===== src/rtl/root_hub_router.sv =====
// Root-FPGA hub switch: decodes the destination FPGA ID of each word from the leaves or the root controller
// and forwards it through per-source input buffers and per-destination round-robin output registers.
module root_hub_router #(
   parameter int unsigned LEAF_COUNT              = 2,
   parameter int unsigned FPGAID_WIDTH            = 2,
   parameter int unsigned HUB_FIFO_PHYSICAL_WIDTH = 64
) (
   input  logic                                          clk,
   input  logic                                          reset,
   input  logic [HUB_FIFO_PHYSICAL_WIDTH*LEAF_COUNT-1:0] leaf_in_data,
   input  logic [LEAF_COUNT-1:0]                         leaf_in_valid,
   output logic [LEAF_COUNT-1:0]                         leaf_in_ready,
   output logic [HUB_FIFO_PHYSICAL_WIDTH*LEAF_COUNT-1:0] leaf_out_data,
   output logic [LEAF_COUNT-1:0]                         leaf_out_valid,
   input  logic [LEAF_COUNT-1:0]                         leaf_out_ready,
   input  logic [HUB_FIFO_PHYSICAL_WIDTH-1:0]            root_in_data,
   input  logic                                          root_in_valid,
   output logic                                          root_in_ready,
   output logic [HUB_FIFO_PHYSICAL_WIDTH-1:0]            root_out_data,
   output logic                                          root_out_valid,
   input  logic                                          root_out_ready,
   output logic                                          has_flying_messages
);

   localparam int unsigned W  = HUB_FIFO_PHYSICAL_WIDTH;
   localparam int unsigned NS = LEAF_COUNT + 1;
   localparam int unsigned DW = (NS > 1) ? $clog2(NS) : 1;

   logic [NS-1:0] w_src_valid;
   logic [W-1:0]  w_src_data [NS];
   logic [NS-1:0] w_src_ready;
   logic [NS-1:0] w_src_granted;
   logic [NS-1:0] w_dst_ready;
   logic [NS-1:0] w_gnt_any;
   logic [DW-1:0] w_gnt_idx [NS];

   logic [NS-1:0] r_buf_valid;
   logic [W-1:0]  r_buf_data [NS];
   logic [DW-1:0] r_buf_dest [NS];
   logic [NS-1:0] r_out_valid;
   logic [W-1:0]  r_out_data [NS];
   logic [DW-1:0] r_ptr [NS];
   logic          r_flying;

   // IDs 1..LEAF_COUNT address a leaf (including loopback); everything else goes to the root
   function automatic logic [DW-1:0] f_decode(input logic [W-1:0] data);
      int unsigned id;
      id = 32'(data[W-1 -: FPGAID_WIDTH]);
      if ((id >= 32'd1) && (id <= LEAF_COUNT)) return DW'(id - 32'd1);
      return DW'(LEAF_COUNT);
   endfunction

   for (genvar i = 0; i < LEAF_COUNT; i++) begin : g_leaf
      assign w_src_data[i]               = leaf_in_data[i*W +: W];
      assign leaf_out_data[i*W +: W]     = r_out_data[i];
   end
   assign w_src_data[LEAF_COUNT] = root_in_data;

   assign w_src_valid         = {root_in_valid, leaf_in_valid};
   assign w_dst_ready         = {root_out_ready, leaf_out_ready};
   assign w_src_ready         = ~r_buf_valid | w_src_granted;
   assign leaf_in_ready       = w_src_ready[LEAF_COUNT-1:0];
   assign root_in_ready       = w_src_ready[LEAF_COUNT];
   assign leaf_out_valid      = r_out_valid[LEAF_COUNT-1:0];
   assign root_out_valid      = r_out_valid[LEAF_COUNT];
   assign root_out_data       = r_out_data[LEAF_COUNT];
   assign has_flying_messages = r_flying;

   // Per-destination round-robin: search starts one past the last granted source
   always_comb begin
      int unsigned v_idx;
      logic        v_found;
      v_idx         = 0;
      v_found       = 1'b0;
      w_gnt_any     = '0;
      w_src_granted = '0;
      for (int d = 0; d < NS; d++) begin
         w_gnt_idx[d] = r_ptr[d];
         v_found      = 1'b0;
         if (!r_out_valid[d] || w_dst_ready[d]) begin
            for (int k = 1; k <= NS; k++) begin
               v_idx = (32'(r_ptr[d]) + 32'(k)) % NS;
               if (!v_found && r_buf_valid[DW'(v_idx)] && (r_buf_dest[DW'(v_idx)] == DW'(d))) begin
                  v_found      = 1'b1;
                  w_gnt_idx[d] = DW'(v_idx);
               end
            end
         end
         w_gnt_any[d] = v_found;
         if (v_found) w_src_granted[w_gnt_idx[d]] = 1'b1;
      end
   end

   // Buffers drain and refill at the same edge; outputs consume and reload at the same edge
   always_ff @(posedge clk) begin
      if (reset) begin
         r_buf_valid <= '0;
         r_out_valid <= '0;
         r_flying    <= 1'b0;
         for (int s = 0; s < NS; s++) begin
            r_buf_data[s] <= '0;
            r_buf_dest[s] <= '0;
            r_out_data[s] <= '0;
            r_ptr[s]      <= DW'(LEAF_COUNT);
         end
      end else begin
         for (int s = 0; s < NS; s++) begin
            if (w_src_valid[s] && w_src_ready[s]) begin
               r_buf_valid[s] <= 1'b1;
               r_buf_data[s]  <= w_src_data[s];
               r_buf_dest[s]  <= f_decode(w_src_data[s]);
            end else if (w_src_granted[s]) begin
               r_buf_valid[s] <= 1'b0;
            end
         end
         for (int d = 0; d < NS; d++) begin
            if (w_gnt_any[d]) begin
               r_out_valid[d] <= 1'b1;
               r_out_data[d]  <= r_buf_data[w_gnt_idx[d]];
               r_ptr[d]       <= w_gnt_idx[d];
            end else if (w_dst_ready[d]) begin
               r_out_valid[d] <= 1'b0;
            end
         end
         r_flying <= (|r_buf_valid) | (|r_out_valid);
      end
   end

endmodule


===== config.mk =====
export PLATFORM = sky130hd
export DESIGN_NAME = root_hub_router
export DESIGN_NICKNAME = d
export VERILOG_FILES = /design/src/rtl/root_hub_router.sv
export SDC_FILE = /design/constraint.sdc
export NUM_CORES = 1
export LEC_CHECK = 0
export CAP_MARGIN = 25
export CORE_UTILIZATION = 36
export CTS_CLUSTER_SIZE = 24
export DETAILED_ROUTE_END_ITERATION = 10
export HOLD_SLACK_MARGIN = 0.12
export PLACE_DENSITY_LB_ADDON = 0.08
export SLEW_MARGIN = 20
export SYNTH_ARGS = -nofsm -noshare
export SYNTH_HDL_FRONTEND = slang
export SYNTH_SLANG_ARGS = --single-unit
export TNS_END_PERCENT = 20

===== constraint.sdc =====
create_clock -name clk -period 7.16 [get_ports clk]
set_clock_uncertainty 0.1 [all_clocks]
set_input_delay 0.716 -clock clk [delete_from_list [all_inputs] [get_ports clk]]
set_output_delay 0.716 -clock clk [all_outputs]
set_load 0.02 [all_outputs]

# After elaboration in Yosys (flattened, before gate mapping)
# Memory sizes are Yosys's and may differ from the RTL's.
# Cells that the tools add are included.
[op_classes]
add_sub_neg = 12
div = 9
order_cmp = 21
n_eq_ne = 6
muxes = 122
bitwise = 17
n_reduce_logical = 47
[op_table]
columns = ["operator", "n"]
rows = [
  ["64-bit 2-to-1 mux", 6],
  ["32-bit by 2-bit remainder unit with 32-bit output, second input constant", 9],
  ["1-bit 2-to-1 mux", 71],
  ["2-bit 2-to-1 mux", 30],
  ["2-bit by 3-bit < comparator with 1-bit output, second input constant", 12],
  ["1-bit logical AND", 24],
  ["2-bit by 2-bit adder with 3-bit output, second input constant", 6],
  ["1-bit binary-select mux with 2-bit select", 9],
  ["1-bit bitwise OR", 13],
  ["2-bit by 1-bit greater-or-equal comparator with 1-bit output, second input constant", 6],
  ["2-bit nonzero test", 6],
  ["2-bit by 1-bit adder with 3-bit output, second input constant", 3],
  ["1-bit logical NOT", 9],
  ["3-bit 2-to-1 mux", 3],
  ["3-bit bitwise OR", 3],
  ["1-bit demux with 2-bit select", 3],
  ["2-bit by 1-bit == test with 1-bit output, second input constant", 3],
  ["2-bit == test, second input constant", 3],
  ["2-bit less-or-equal comparator, second input constant", 3],
  ["2-bit logical NOT", 3],
  ["3-bit OR reduction", 2],
  ["2-bit by 1-bit subtractor with 2-bit output, second input constant", 3],
  ["1-bit logical OR", 3],
  ["3-bit NOT", 1],
]
[word_totals]
regBits = 7
ram_bits = 396
input_bits = 200
out_inout_bits = 199
n_memories = 4
[memory_table]
columns = ["name", "depth", "width", "read_ports", "rd_clocked_by_memory_dff", "wr", "line_no", "rtl"]
rows = [
  ["r_buf_data", 3, 64, 3, 0, 3, "38", "logic [W-1:0] r_buf_data [NS];"],
  ["r_out_data", 3, 64, 3, 0, 3, "41", "logic [W-1:0] r_out_data [NS];"],
  ["r_buf_dest", 3, 2, 9, 0, 3, "39", "logic [DW-1:0] r_buf_dest [NS];"],
  ["r_ptr", 3, 2, 3, 0, 3, "42", "logic [DW-1:0] r_ptr [NS];"],
]

# Depth between registers and ports, before layout
[logic_depth]
word_depth = 34
depth_mapped = 14

# Least setup slack after synthesis
# Ideal clock, no wire load.
[synth_timing]
path_type = "flip-flop to flip-flop"
start = "mem r_ptr[0][2] (netlist bit)"
end = "mem r_buf_data[0][0] (netlist bit) (enable)"
setup_ns = 0.423
t_arrival_ns = 3.969
slack_ns = 2.669
path_stages_with_launch = 10
path_buffers = 0
period_less_slack_ns = 4.491
path_cell_list = "edfxtp_1 inv_1 ha_1 and4bb_2 nor4_4 a211oi_1 a31oi_2 or2_2 o221ai_1 a21o_1"
[synth_rtl]
columns = ["element", "line_no"]
rows = [
  ["start, declared", "42"],
  ["end, declared", "38"],
]

==> impl_metrics.tcl <==
set metrics [dict create \
    port_buffers 398 \
    overflow 0 \
    async_flop_share_pct 0 \
    status "finished, final reports clean" \
    synth_nets 1792 \
    slew_headroom_pct 25.4 \
    hp-class "input port to register" \
    grt_pass1_wl_um 95900 \
    worst_pin_slew_ns 1.12 \
    layout-drive-gt1-share_pct 11.5 \
    grt_use_total_pct 22.9 \
    drv_cap 0 \
    die_area_um2 56700 \
    wire_per_inst_um 24.9 \
    setup.worst_path.start_class "register" \
    ctsResizeCount 0 \
    clockBufferDepth 3 \
    first_pass_iters 6 \
    yosysSeqAreaShare_pct 59.9 \
    place_congestion 0.829 \
    synth_area_um2 20100 \
    die-width_um 238 \
    timing.fmax_ghz 0.203 \
    final_cell_mix "clkdlybuf4s50_1, edfxtp_1, nor2_1, nand2_1, a211oi_1" \
    required_ns 6.34 \
    power_density_nw_per_um2 461 \
    crit_fanout 11 \
    coreArea_um2 55100 \
    detailed_place.area_um2 24600 \
    vias 14900 \
    drv_slew 0 \
    cp-end-kind "output pin" \
    yosys_register_bits 403 \
    nNetsFinal 2111 \
    areaGrowthSynthToFinish_pct 29.7 \
    setup_viol 0 \
    rsz0062_at_grt "no" \
    grt_pass1_vias 14700 \
    period_share_pct 68.7 \
    crit_type "register to output pin" \
    fin_setup_tns_ns 0 \
    arrival_ns 4.10 \
    wirelength_um 67000 \
    synth_cells 1584 \
    clock_latency_ns 0.59 \
    initial_utilization_pct 36.4 \
    first_iter_violations 1020 \
    cts-buffers-inserted 46 \
    clkTransAtPathRegs_ns 0.06 \
    clock-sinks 403 \
    synthFlopType "edfxtp_1" \
    dp_hpwl_um 40800 \
    cts_hold_buffers 0 \
    vias_per_cell 5.52 \
    post_cts_buffers 0 \
    p_leak_nw 9.42 \
    ir_worst_vdd_mv 0.477 \
    syn_area_per_cell_um2 12.7 \
    cts-root-buf "clkbuf_16" \
    cts-htree-levels 2 \
    die_h_um 238 \
    layout_min_cycle_time_ns 4.92 \
    pin_count 399 \
    stdcell_area_um2 26100 \
    synth_edf_count 396 \
    synthDistinctLibCells 67 \
    postRouteAntennaNets 0 \
    post-route-drc-count 0 \
    grt_max_degree 117 \
    antenna_found_initial 12 \
    yosysWarnings 0 \
    cts_tree "built" \
    hold_viol_final 0 \
    rows 86 \
    final_common_cell "clkdlybuf4s50_1" \
]
## synth_stat cells (all sizes together), types with 3 or more instances
| cell type | n | area, um2 |
|---|---|---|
| a31oi | 71 | 450 |
| xor2 | 3 | 26.3 |
| a22oi | 3 | 22.5 |
| inv | 16 | 60.1 |
| o21a | 3 | 22.5 |
| ha | 8 | 100 |
| o211ai | 4 | 35.0 |
| o22ai | 3 | 18.8 |
| a211oi | 130 | 976 |
| nor2 | 144 | 541 |
| a21oi | 14 | 70.1 |
| nand3b | 6 | 45.0 |
| nor4b | 6 | 52.6 |
| a21o | 6 | 45.0 |
| clkbuf | 102 | 383 |
| o21ai | 73 | 365 |
| nor4bb | 5 | 50.1 |
| or2 | 3 | 18.8 |
| edfxtp | 396 | 11900 |
| mux2i | 129 | 1290 |
| nor4 | 4 | 40.0 |
| dfxtp | 7 | 140 |
| nor3 | 5 | 25.0 |
| nand2b | 10 | 62.6 |
| nor3b | 194 | 2060 |
| buf | 48 | 335 |
| o21bai | 4 | 30.0 |
| and3b | 4 | 35.0 |
| and2 | 3 | 21.3 |
| nand2 | 143 | 537 |
## through the flow
step                      total power, mW  cells  setup slack [ns]  utilization [%]  hold WS [ns]
after floorplan                      7.37   1584              2.67                -         0.413
after global placement               9.71   2602              2.60             44.7         0.532
after detailed placement             9.79   2602              2.51             44.7         0.519
after CTS                            12.1   2686              2.20             47.2         0.518
after global routing                 12.5   2693              1.93             47.3         0.566
final                                12.0   2693              2.24             47.3         0.532
## cell type report
| class | count | area [um2] |
|---|---|---|
| Fill cell | 5005 | 29000 |
| Sequential cell | 403 | 12000 |
| Multi-Input combinational cell | 1015 | 7400 |
| Timing Repair Buffer | 421 | 4210 |
| Clock buffer | 64 | 1300 |
| Tap cell | 748 | 936 |
| Clock inverter | 20 | 104 |
| Inverter | 16 | 60.1 |
| Antenna cell | 6 | 15.0 |
## worst max-delay path, stage by stage, from the launching register on
cell             delay, ns
edfxtp_1              0.48
inv_1                 0.12
ha_1                  0.35
inv_1                 0.15
o21ai_0               0.10
a31oi_1               0.25
o2111ai_1             0.49
or2_2                 0.47
o221ai_1              0.39
clkdlybuf4s50_1       0.73
## final timing paths
kind | from | endpoint | slack, ns | cells after the start
worst max-delay path | r_ptr[0][3]$_SDFFCE_PP1P_ | leaf_in_ready[0] | 2.24 | 9
worst min-delay path | reset | r_out_valid[0]$_SDFFE_PP0P_ | 0.53 | 2
worst max register to register | r_ptr[0][2]$_SDFFCE_PP0P_ | r_buf_data[2][31]$_SDFFCE_PN0P_ | 2.41 | 11
worst min register to register | r_out_valid[1]$_SDFFE_PP0P_ | has_flying_messages$_SDFF_PP0_ | 0.53 | 2
## cell families after synthesis
logic type	Yosys count	share of synthesized area (%)
DFF	403	59.9
buffers and inverters	166	3.88
and+or+nand+nor	541	17.8
muxes	129	6.45
AOI/OAI and AO/OA	334	11.3
xor gates and xnor gates	3	0.131
adders and majority gates	8	0.498
## state kept, by name (all words and copies together) (netlist names)
| signal | cells |
|---|---|
| r_buf_data | 192 |
| r_buf_valid | 3 |
| r_out_valid | 3 |
| r_buf_dest | 6 |
| r_ptr | 6 |
| r_out_data | 192 |
| has_flying_messages | 1 |
## where the power goes
group / internal [mW] / switching, mW
logic: 1.95 / 3.71
registers: 3.66 / 0.424
clock network: 1.29 / 0.957
total: 6.90 / 5.10
## layer usage
| layer | GRT usage [%] | part of all wire, % | vias to the layer above |
|---|---|---|---|
| met5 | 0 | 0.12 | - |
| li1 | - | - | 6687 |
| met4 | 9.75 | 3.5 | 12 |
| met3 | 4.73 | 7.1 | 143 |
| met1 | 29.0 | 41 | 7393 |
| met2 | 38.0 | 48 | 628 |
Note: power is estimated with default switching activity, not from simulation.
